==> src/rtl/vxe_biu_client_arb.sv <==
// rtl/vxe_biu_client_arb.sv - four-client round-robin arbiter and response demux in front of a single-beat AXI4 BIU

module vxe_biu_client_arb_rsp #(
    parameter int W = 8
) (
    input  logic         M_AXI4_ACLK,
    input  logic         M_AXI4_ARESETn,
    input  logic [W-1:0] push_data,
    input  logic         push,
    output logic         ready,
    input  logic         pop,
    output logic [W-1:0] head,
    output logic         not_empty
);
    logic [W-1:0] mem [2];
    logic         wptr;
    logic         rptr;
    logic [1:0]   count;
    logic         acc;

    // ready is purely !full: a full FIFO draining this cycle still refuses new data
    assign ready     = (count != 2'd2);
    assign not_empty = (count != 2'd0);
    assign head      = mem[rptr];
    assign acc       = push & ready;

    always_ff @(posedge M_AXI4_ACLK or negedge M_AXI4_ARESETn) begin
        if (!M_AXI4_ARESETn) begin
            mem[0] <= '0;
            mem[1] <= '0;
            wptr   <= 1'b0;
            rptr   <= 1'b0;
            count  <= 2'd0;
        end else begin
            if (acc) begin
                mem[wptr] <= push_data;
                wptr      <= ~wptr;
            end
            if (pop) rptr <= ~rptr;
            if (acc && !pop)      count <= count + 2'd1;
            else if (!acc && pop) count <= count - 2'd1;
        end
    end
endmodule

module vxe_biu_client_arb #(
    parameter int ADDR_WIDTH = 32,
    parameter int DATA_WIDTH = 32,
    parameter int CID_WIDTH  = 8
) (
    input  logic                      M_AXI4_ACLK,
    input  logic                      M_AXI4_ARESETn,
    input  logic [4*ADDR_WIDTH-1:0]   cl_awaddr,
    input  logic [4*DATA_WIDTH-1:0]   cl_awdata,
    input  logic [4*DATA_WIDTH/8-1:0] cl_awstrb,
    input  logic [3:0]                cl_awvalid,
    output logic [3:0]                cl_awpop,
    input  logic [4*ADDR_WIDTH-1:0]   cl_araddr,
    input  logic [3:0]                cl_arvalid,
    output logic [3:0]                cl_arpop,
    output logic [1:0]                cl_bresp,
    input  logic [3:0]                cl_bready,
    output logic [3:0]                cl_bpush,
    output logic [DATA_WIDTH-1:0]     cl_rdata,
    output logic [1:0]                cl_rresp,
    input  logic [3:0]                cl_rready,
    output logic [3:0]                cl_rpush,
    output logic [CID_WIDTH-1:0]      biu_awcid,
    output logic [ADDR_WIDTH-1:0]     biu_awaddr,
    output logic [DATA_WIDTH-1:0]     biu_awdata,
    output logic [DATA_WIDTH/8-1:0]   biu_awstrb,
    output logic                      biu_awvalid,
    input  logic                      biu_awpop,
    input  logic [CID_WIDTH-1:0]      biu_bcid,
    input  logic [1:0]                biu_bresp,
    output logic                      biu_bready,
    input  logic                      biu_bpush,
    output logic [CID_WIDTH-1:0]      biu_arcid,
    output logic [ADDR_WIDTH-1:0]     biu_araddr,
    output logic                      biu_arvalid,
    input  logic                      biu_arpop,
    input  logic [CID_WIDTH-1:0]      biu_rcid,
    input  logic [DATA_WIDTH-1:0]     biu_rdata,
    input  logic [1:0]                biu_rresp,
    output logic                      biu_rready,
    input  logic                      biu_rpush
);
    localparam int BW = CID_WIDTH + 2;
    localparam int RW = CID_WIDTH + 2 + DATA_WIDTH;

    logic [1:0] awg;
    logic [1:0] arg;

    // First requester after g in circular order; holds g when nobody else asks
    function automatic logic [1:0] rr_next(input logic [1:0] g, input logic [3:0] v);
        logic [1:0] c;
        rr_next = g;
        for (int k = 3; k >= 1; k--) begin
            c = g + 2'(k);
            if (v[c]) rr_next = c;
        end
    endfunction

    assign biu_awvalid = cl_awvalid[awg];
    assign biu_awaddr  = cl_awaddr[awg*ADDR_WIDTH +: ADDR_WIDTH];
    assign biu_awdata  = cl_awdata[awg*DATA_WIDTH +: DATA_WIDTH];
    assign biu_awstrb  = cl_awstrb[awg*(DATA_WIDTH/8) +: DATA_WIDTH/8];
    assign biu_awcid   = {{(CID_WIDTH-2){1'b0}}, awg};
    assign cl_awpop    = {4{biu_awpop}} & cl_awvalid & (4'b0001 << awg);

    assign biu_arvalid = cl_arvalid[arg];
    assign biu_araddr  = cl_araddr[arg*ADDR_WIDTH +: ADDR_WIDTH];
    assign biu_arcid   = {{(CID_WIDTH-2){1'b0}}, arg};
    assign cl_arpop    = {4{biu_arpop}} & cl_arvalid & (4'b0001 << arg);

    always_ff @(posedge M_AXI4_ACLK or negedge M_AXI4_ARESETn) begin
        if (!M_AXI4_ARESETn) begin
            awg <= 2'd0;
            arg <= 2'd0;
        end else begin
            if ((biu_awpop && biu_awvalid) || !cl_awvalid[awg]) awg <= rr_next(awg, cl_awvalid);
            if ((biu_arpop && biu_arvalid) || !cl_arvalid[arg]) arg <= rr_next(arg, cl_arvalid);
        end
    end

    logic [BW-1:0]        b_head;
    logic                 b_ne;
    logic                 b_pop;
    logic [RW-1:0]        r_head;
    logic                 r_ne;
    logic                 r_pop;
    logic [CID_WIDTH-1:0] b_cid;
    logic [CID_WIDTH-1:0] r_cid;
    logic                 b_foreign;
    logic                 r_foreign;

    vxe_biu_client_arb_rsp #(.W(BW)) u_bfifo (
        .M_AXI4_ACLK    (M_AXI4_ACLK),
        .M_AXI4_ARESETn (M_AXI4_ARESETn),
        .push_data      ({biu_bcid, biu_bresp}),
        .push           (biu_bpush),
        .ready          (biu_bready),
        .pop            (b_pop),
        .head           (b_head),
        .not_empty      (b_ne)
    );

    vxe_biu_client_arb_rsp #(.W(RW)) u_rfifo (
        .M_AXI4_ACLK    (M_AXI4_ACLK),
        .M_AXI4_ARESETn (M_AXI4_ARESETn),
        .push_data      ({biu_rcid, biu_rresp, biu_rdata}),
        .push           (biu_rpush),
        .ready          (biu_rready),
        .pop            (r_pop),
        .head           (r_head),
        .not_empty      (r_ne)
    );

    // IDs outside the four-client range are dropped rather than stalling the queue
    always_comb begin
        b_cid     = b_head[BW-1:2];
        r_cid     = r_head[RW-1:2+DATA_WIDTH];
        b_foreign = (b_cid >> 2) != '0;
        r_foreign = (r_cid >> 2) != '0;
        b_pop     = b_ne & (b_foreign | cl_bready[b_cid[1:0]]);
        r_pop     = r_ne & (r_foreign | cl_rready[r_cid[1:0]]);
    end

    always_ff @(posedge M_AXI4_ACLK or negedge M_AXI4_ARESETn) begin
        if (!M_AXI4_ARESETn) begin
            cl_bpush <= 4'b0;
            cl_bresp <= 2'b0;
            cl_rpush <= 4'b0;
            cl_rresp <= 2'b0;
            cl_rdata <= '0;
        end else begin
            cl_bpush <= 4'b0;
            cl_rpush <= 4'b0;
            if (b_pop && !b_foreign) begin
                cl_bpush <= 4'b0001 << b_cid[1:0];
                cl_bresp <= b_head[1:0];
            end
            if (r_pop && !r_foreign) begin
                cl_rpush <= 4'b0001 << r_cid[1:0];
                cl_rresp <= r_head[DATA_WIDTH+1:DATA_WIDTH];
                cl_rdata <= r_head[DATA_WIDTH-1:0];
            end
        end
    end
endmodule
==> config.mk <==
export PLATFORM = sky130hd
export DESIGN_NAME = vxe_biu_client_arb
export DESIGN_NICKNAME = d
export VERILOG_FILES = /design/src/rtl/vxe_biu_client_arb.sv
export SDC_FILE = /design/constraint.sdc
export NUM_CORES = 1
export LEC_CHECK = 0
export ABC_AREA = 1
export ABC_CLOCK_PERIOD_IN_PS = 2200
export CORE_AREA = 3 3 250 252
export CTS_CLUSTER_DIAMETER = 50
export DETAILED_ROUTE_END_ITERATION = 16
export DIE_AREA = 0 0 253 255
export PLACE_DENSITY = 0.44
export SETUP_SLACK_MARGIN = 0.15
export SLEW_MARGIN = 25
export SYNTH_ARGS = -nofsm -noshare
export SYNTH_HDL_FRONTEND = slang
export SYNTH_SLANG_ARGS = --single-unit
==> constraint.sdc <==
create_clock -name M_AXI4_ACLK -period 2.2 [get_ports M_AXI4_ACLK]
set_input_delay 0.55 -clock M_AXI4_ACLK [delete_from_list [all_inputs] [get_ports M_AXI4_ACLK]]
set_output_delay 0.55 -clock M_AXI4_ACLK [all_outputs]
set_load 0.02 [all_outputs]
==> impl_results.md, run 1 <==
- Ranking of synthesized cells by instance count: 390 x sky130_fd_sc_hd__nand2_1, 306 x sky130_fd_sc_hd__o21ai_0, 232 x sky130_fd_sc_hd__nor2_1
- Fin worst setup slack: -0.256 ns
- Total power draw: around 32 mW
- Max Slew Vio Count: 0
- Maximum capacitance violations: 0
- Sequential fraction of the synthesis area: 39.8%
- CTS Buf Count: 17
- Maximum number of pins on one net before global-route repair: 65
- Mean cell area of the mapped netlist: ~6.7 sq um
- Top fanout value on the critical path: 7
- Antenna violations before repair: 21
- Post-route clock period utilization: 112%
- Count of routing violations after the opening detailed-route iteration: 955
- Violated checks: negative setup slack
- Filler cell count in the final layout: 6,181
- Final-report hold violation count: 0
- Overall global routing resource usage: 18.2%
- Width of the chip: 253 microns
- Syn-to-layout area delta: 119%
- Setup Viol. Count Final: 110
- Static leakage: 9.94 nW
- Clock Tree Buf Depth: 2
- Setup slack of the most critical reg-to-reg path: ~0.21 ns
- Peak ir drop on the vdd network: 0.000716 V
- Post-DP HPWL: 47.2 mm
- CTS tree: built
- Maximum level of the CTS H-tree: 4
- Number of cells produced by synthesis: 1,508
- Routed wire length: 63.9 mm
- Buffers on Ports: between 600 and 700
- Clock Root Buffer: sky130_fd_sc_hd__clkbuf_16
- Crit end category: output port
- Wire length of the first global-routing pass: 87.7 mm
- Placed instance count: 2,908
- Worst endpoint required time: 1.65 ns
- Area of the multi-input gates: 7020 sq um
- Number of enable-type register cells in the synthesized netlist: 0
- Number of nets with antenna violations after detailed routing: 0
- Syn Std Cell Area: 10,100 sq um
- Library cell with the largest summed area after synthesis: sky130_fd_sc_hd__dfrtp_1
- Area taken by flip-flops and latches: roughly 4000 sq um
- Share of layout cells above drive strength 1: 29.5%
- Number of hold-repair buffers added at the cts stage: 0
- Count of cell types in the netlist: 25
- Post-place setup slack: -0.488 ns
- Sum of overflow across all layers after global routing: 0
- Fin nets: 2,712
- Clock sink total: 160
- Clock-pin slew on the worst setup and hold paths: ~0.070 ns
- Count of boundary I/O pins: 646
- Category of the most critical setup path: register to output port
- Effective utilization at floorplan: ~17%
- Most common cell in the netlist: sky130_fd_sc_hd__nand2_1
- Max-slew headroom: 64.2%
- Via count: 13,500
- Proportion of netlist area held by the largest area contributor: 39.8%
- Clock latency reported for the late side of the worst-skew pair: 0.45 ns
- Routed wire per std cell: about 21 microns
- Worst-margin pin slew: 0.537 ns
- Die Y: 255 microns
- Primary flip-flop cell chosen by synthesis mapping: sky130_fd_sc_hd__dfrtp_1
- Unrepaired setup endpoints after global routing: true
- Final critical delay including setup and external delays: 2.46 ns
- Core Rows: 90
- Setup crit start kind: register
- Most area-consuming cells after synthesis: sky130_fd_sc_hd__dfrtp_1 40%, sky130_fd_sc_hd__o21ai_0 15%, sky130_fd_sc_hd__nand2_1 15%
- Synthesis Warnings: 0
- Run status: complete, but fails checks
- Setup Skew: between 0.01 and 0.015 ns
- Worst hold path class: input port to asynchronous set/reset pin
- Routability congestion estimate from global placement: 1.02
- Number of design rule violations left after detail routing: 0
- Ys async rst share: 100%
- Arr. time, crit path: 1.91 ns
- Total iterations of the first detailed-routing run: 5
- Non-filler instance count after layout: a little over 3,000
- Highest attainable clock frequency: about 0.41 GHz
- Yosys reg bits: 160
- Number of global-route vias before repair: 13,000
- Ratio of total power to cell area: 1470 nW/um^2
- Core Area: 60,400 sq um
- Detail-routed via count per cell: 4.45
- Total die area: approximately 65,000 sq um
## cell families after synthesis
kind of cell / after synthesis / share of synthesized area, %
other cells: 1 / 0.0373
simple gates: 694 / 27.3
flops: 160 / 39.8
xor+xnor: 4 / 0.349
compound gates: 420 / 22.2
fa+ha+maj: 10 / 1.24
buf+inv: 219 / 9.05
## repair_timing
item                       4_1_cts  5_1_grt
gates cloned                    16       11
pin swaps                       44       66
gates resized for setup        819      245
setup buffers                   39       17
setup endpoints to repair      128      140
## layout make-up
class / count / share of cell area [%]
Clock buffer: 20 / 1.98
Sequential cell: 160 / 18.2
Tap cell: 782 / 4.44
Antenna cell: 7 / 0.0795
Inverter: 96 / 1.68
Timing Repair Buffer: 813 / 41.1
Multi-Input combinational cell: 1140 / 31.9
Clock inverter: 12 / 0.676
## path summary, 6_finish.rpt
check	start	to	cells after the start
max in group asynchronous	M_AXI4_ARESETn	arg[0]$_DFFE_PN0P_	2
max	awg[0]$_DFFE_PN0P_	biu_awdata[14]	6
min in group M_AXI4_ACLK	u_bfifo.count[0]$_DFFE_PN0P_	u_bfifo.count[0]$_DFFE_PN0P_	1
max reg2reg	awg[0]$_DFFE_PN0P_	awg[0]$_DFFE_PN0P_	13
min reg2reg	u_bfifo.count[0]$_DFFE_PN0P_	u_bfifo.count[0]$_DFFE_PN0P_	1
min	M_AXI4_ARESETn	u_bfifo.wptr$_DFFE_PN0P_	1
## flip-flops by register name, indices dropped and copies added (netlist names), 2 cells and up
register,flops
u_rfifo.count,2
u_rfifo.mem,84
cl_rpush,4
cl_bpush,4
cl_rresp,2
u_bfifo.mem,20
arg,2
cl_rdata,32
cl_bresp,2
awg,2
u_bfifo.count,2
## metal layers
layer	global-route usage, %	part of all wire (%)	wire, microns	vias up
li1	-	-	-	6451
met1	22.2	40	25700	6438
met3	6.28	8.6	5470	88
met4	5.52	2.6	1680	14
met5	0	0.15	97	-
met2	30.4	48	30900	493
## worst max-delay path, stage by stage (launching register included)
cell and delay (ns):
sky130_fd_sc_hd__dfrtp_4 0.52, sky130_fd_sc_hd__buf_12 0.15, sky130_fd_sc_hd__buf_16 0.15, sky130_fd_sc_hd__buf_4 0.14, sky130_fd_sc_hd__o21ai_2 0.22, sky130_fd_sc_hd__o22ai_2 0.10
sky130_fd_sc_hd__buf_4 0.17
## cells in the final DEF (no fill, tap or decap), types with 56 or more instances in the layout
| cell type | instances |
|---|---|
| sky130_fd_sc_hd__clkdlybuf4s50_1 | 495 |
| sky130_fd_sc_hd__nand2_1 | 375 |
| sky130_fd_sc_hd__o21ai_0 | 161 |
| sky130_fd_sc_hd__dfrtp_1 | 155 |
| sky130_fd_sc_hd__nor2_1 | 138 |
| sky130_fd_sc_hd__buf_6 | 99 |
| sky130_fd_sc_hd__o22ai_2 | 91 |
| sky130_fd_sc_hd__inv_1 | 88 |
| sky130_fd_sc_hd__buf_4 | 87 |
| sky130_fd_sc_hd__o21ai_2 | 77 |
| sky130_fd_sc_hd__nor2_2 | 56 |
## per-stage QoR
step	area [sq um]	setup TNS (ns)	utilization, %	hold WS (ns)
6_report	22000	-16.49	36.5	0.0405
5_1_grt	22000	-23.56	36.5	0.0676
4_1_cts	20800	-21.18	34.5	0.0521
3_5_place_dp	18700	-23.86	30.9	0.458
3_3_place_gp	18700	-23.60	30.9	0.457
2_1_floorplan	10800	0	-	0.254
## power by group
part	internal, mW	switching (mW)
Sequential	4.29	0.821
Combinational	11.3	12.9
Clock	1.70	1.34
Total	17.3	15.0
(Power assumes the default switching activity.)
==> inputs of run 2 (changes only) <==
- CORE_AREA: 3 3 250 252 -> 3 3 251 253
- DIE_AREA: 0 0 253 255 -> 0 0 254 256
==> run 2 against run 1 <==
Compared with the run above:
- the run still ends with negative setup slack left
- worst setup slack got worse by 0.044 ns
- sequential power rose by 0.8%
- design area rose by 0.57%
- non-clock buffer count rose by 35
- clock-buffer cell count fell by 1
- register-to-register slack got worse by 0.09 ns
==> impl_results.md, run 2 (synthesized netlist as in run 1, its figures left out) <==
- Run status: complete, but fails checks
- Violated checks: negative setup slack
- Sum of overflow across all layers after global routing: 0 (unchanged)
- Top reg by flops: u_rfifo.mem
- Routed wire per std cell: 19.8 microns (-6.2%)
- Number of global-route vias before repair: 13,400 (+3.1%)
- Final standard cell area without fillers: 22,200 sq um (+0.57%)
- Static leakage: 10.0 nW (+0.65%)
- Combinational fraction of design power: 74.1% (-0.7 points)
- Category of the most critical setup path: register to output port
- Setup slack of the most critical reg-to-reg path: 0.12 ns (-0.09 ns)
- CTS tree: built
- Buffers on Ports: 633 (unchanged)
- Width of the chip: 254 microns (+0.40%)
- Post-place setup slack: -0.517 ns (-0.0292 ns)
- Sw frac: 45.5% (-0.90 points)
- Maximum capacitance violations: 0 (unchanged)
- Maximum level of the CTS H-tree: 4 (unchanged)
- Critical path destination: biu_awstrb[1]
- Number of flip-flops in the largest register: 84 (unchanged)
- Routed wire length: 60.8 mm (-4.8%)
- Cell count of the worst hold path: 2
- Int Power: 17.8 mW (+2.8%)
- Non-filler instance count after layout: 3,075 (+1.5%)
- Sequential fraction of design power: 15.8% (about the same)
- Final-report hold violation count: 0 (unchanged)
- Min Hold Slack: 0.467 ns (+0.426 ns)
- Most common cell after layout, fill and taps aside: sky130_fd_sc_hd__clkdlybuf4s50_1
- Total die area: 65,000 sq um (+0.79%)
- Placed instance count: 2,945 (+1.3%)
- Syn-to-layout area delta: 120%
- Antenna violations before repair: 14 (-33%)
- Final critical delay including setup and external delays: 2.50 ns (+0.0440 ns)
- Max Slew Vio Count: 0 (unchanged)
- Clock latency reported for the late side of the worst-skew pair: 0.45 ns (about the same)
- Total iterations of the first detailed-routing run: 5 (unchanged)
- Clock sink total: 160 (unchanged)
- Post-DP HPWL: 45.6 mm (-3.4%)
- Overall global routing resource usage: 17.4% (-0.81 points)
- Worst endpoint required time: 1.65 ns (about the same)
- Fraction of the core area covered by cells at the end of the flow: 36.2% (-0.33 points)
- Routability congestion estimate from global placement: 1.05 (+3.1%)
- Maximum number of pins on one net before global-route repair: 66 (+1.5%)
- Crit Reg-Reg Startpoint: arg[0]$_DFFE_PN0P_
- Setup crit start kind: register
- CTS Buf Count: 17 (unchanged)
- Ratio of total power to cell area: 1480 nW/um^2 (+0.50%)
- Count of routing violations after the opening detailed-route iteration: 774 (-19%)
- Clock-pin slew on the worst setup and hold paths: 0.08 ns (about the same)
- Commonest non-fill, non-tap cells in the layout: 494 x sky130_fd_sc_hd__clkdlybuf4s50_1, 378 x sky130_fd_sc_hd__nand2_1, 171 x sky130_fd_sc_hd__o21ai_0
- Setup Viol. Count Final: 110 (unchanged)
- Timing startpoint of the critical path: awg[0]$_DFFE_PN0P_
- Clock Root Buffer: sky130_fd_sc_hd__clkbuf_16
- Sw Pwr: 14.9 mW (-0.89%)
- Number of nets with antenna violations after detailed routing: 0 (unchanged)
- Reg-to-reg endpoint: arg[0]$_DFFE_PN0P_
- Number of design rule violations left after detail routing: 0 (unchanged)
- Detail-routed via count per cell: 4.34 (-2.4%)
- Via count: 13,400 (-0.96%)
- Unrepaired setup endpoints after global routing: true
- Wire length of the first global-routing pass: 85.9 mm (-2.0%)
- Largest registers: u_rfifo.mem: 84 flops, cl_rdata: 32 flops, u_bfifo.mem: 20 flops
- Fin nets: 2,747 (+1.3%)
- Core Area: 61,300 sq um (+1.5%)
- Peak ir drop on the vdd network: 0.000602 V (-16%)
- R2R cell count: 17 (+4)
- Clock Power Share: 10.1% (+0.7 points)
- Die Y: 256 microns (+0.39%)
- Core Rows: 91 (+1.1%)
- Count of boundary I/O pins: 646 (unchanged)
- Worst hold path class: register to register
- Post-Place Cell Area: 18,800 sq um (+0.57%)
- Setup Skew: 0.0154 ns (+0.00403 ns)
- Crit end category: output port
- Highest attainable clock frequency: 0.400 GHz (-1.8%)
- Top fanout value on the critical path: 9 (+2)
- Effective utilization at floorplan: 16.4% (-0.24 points)
- Post-route clock period utilization: 114% (+2.0 points)
- Fin worst setup slack: -0.300 ns (-0.0440 ns)
- Share of layout cells above drive strength 1: 29.5% (about the same)
- Clock Tree Buf Depth: 2 (unchanged)
- Arr. time, crit path: 1.95 ns (+0.04 ns)
## run 2: cell type report
cell class,count,area (sq um)
fillers,6209,39100
flip-flops and latches,160,4010
clock buffers,19,443
inverters,96,373
multi-input cells,1140,6930
clock inverters,13,200
repair buffers,848,9180
diodes,9,22.5
well taps,790,988
## run 2: how the worst min path moves through the flow
| stage | endpoint | from | slack, ns |
|---|---|---|---|
| global route | u_bfifo.count[0]$_DFFE_PN0P_ | u_bfifo.count[0]$_DFFE_PN0P_ | 0.48 |
| finish | cl_rdata[9]$_DFFE_PN0P_ | cl_rdata[9]$_DFFE_PN0P_ | 0.47 |
| global placement | cl_rdata[4]$_DFFE_PN0P_ | cl_rdata[4]$_DFFE_PN0P_ | 0.46 |
| detailed placement | cl_rdata[0]$_DFFE_PN0P_ | cl_rdata[0]$_DFFE_PN0P_ | 0.46 |
| floorplan | arg[0]$_DFFE_PN0P_ | M_AXI4_ARESETn | 0.25 |
| CTS | cl_rdata[7]$_DFFE_PN0P_ | cl_rdata[7]$_DFFE_PN0P_ | 0.48 |
## run 2: stage by stage
stage,power [mW],TNS [ns]
after CTS,30.5,-19.21
after global routing,34.7,-26.11
after floorplan,15.0,0
after detailed placement,24.2,-25.06
after global placement,24.0,-24.58
final,32.7,-18.67
## run 2: critical path, cell delays in order, from the launching register on
cell and delay, ns:
sky130_fd_sc_hd__dfrtp_4 0.54, sky130_fd_sc_hd__buf_12 0.18, sky130_fd_sc_hd__buf_16 0.13, sky130_fd_sc_hd__buf_8 0.13, sky130_fd_sc_hd__o21ai_2 0.11, sky130_fd_sc_hd__o22ai_2 0.11
sky130_fd_sc_hd__buf_12 0.15, sky130_fd_sc_hd__buf_12 0.13
## run 2: power by group through the flow
| stage | Sequential, mW | Combinational (mW) | Clock, mW |
|---|---|---|---|
| 6_report | 5.15 | 24.2 | 3.32 |
| 5_1_grt | 5.32 | 25.9 | 3.52 |
| 4_1_cts | 5.15 | 22.0 | 3.40 |
| 3_5_place_dp | 5.16 | 19.0 | 0 |
| 3_3_place_gp | 5.13 | 18.9 | 0 |
| 2_1_floorplan | 5.32 | 9.65 | 0 |
## run 2: timing repair
item                                    4_1_cts  5_1_grt
endpoints found under the hold margin         1        0
pin swaps                                    40       59
gates cloned                                 13        7
hold buffers                                  1        0
setup buffers                                38       30
endpoints found under the setup margin      123      152
gates resized for setup                     825      266
## run 2: per-layer routing
metal	GRT usage, %	wire [microns]	vias to the layer above	share of wire [%]
li1	-	-	6506	-
met1	21.8	26100	6300	43
met5	0.902	118	-	0.19
met2	28.7	28800	463	47
met3	5.54	4580	77	7.5
met4	4.49	1170	8	1.9
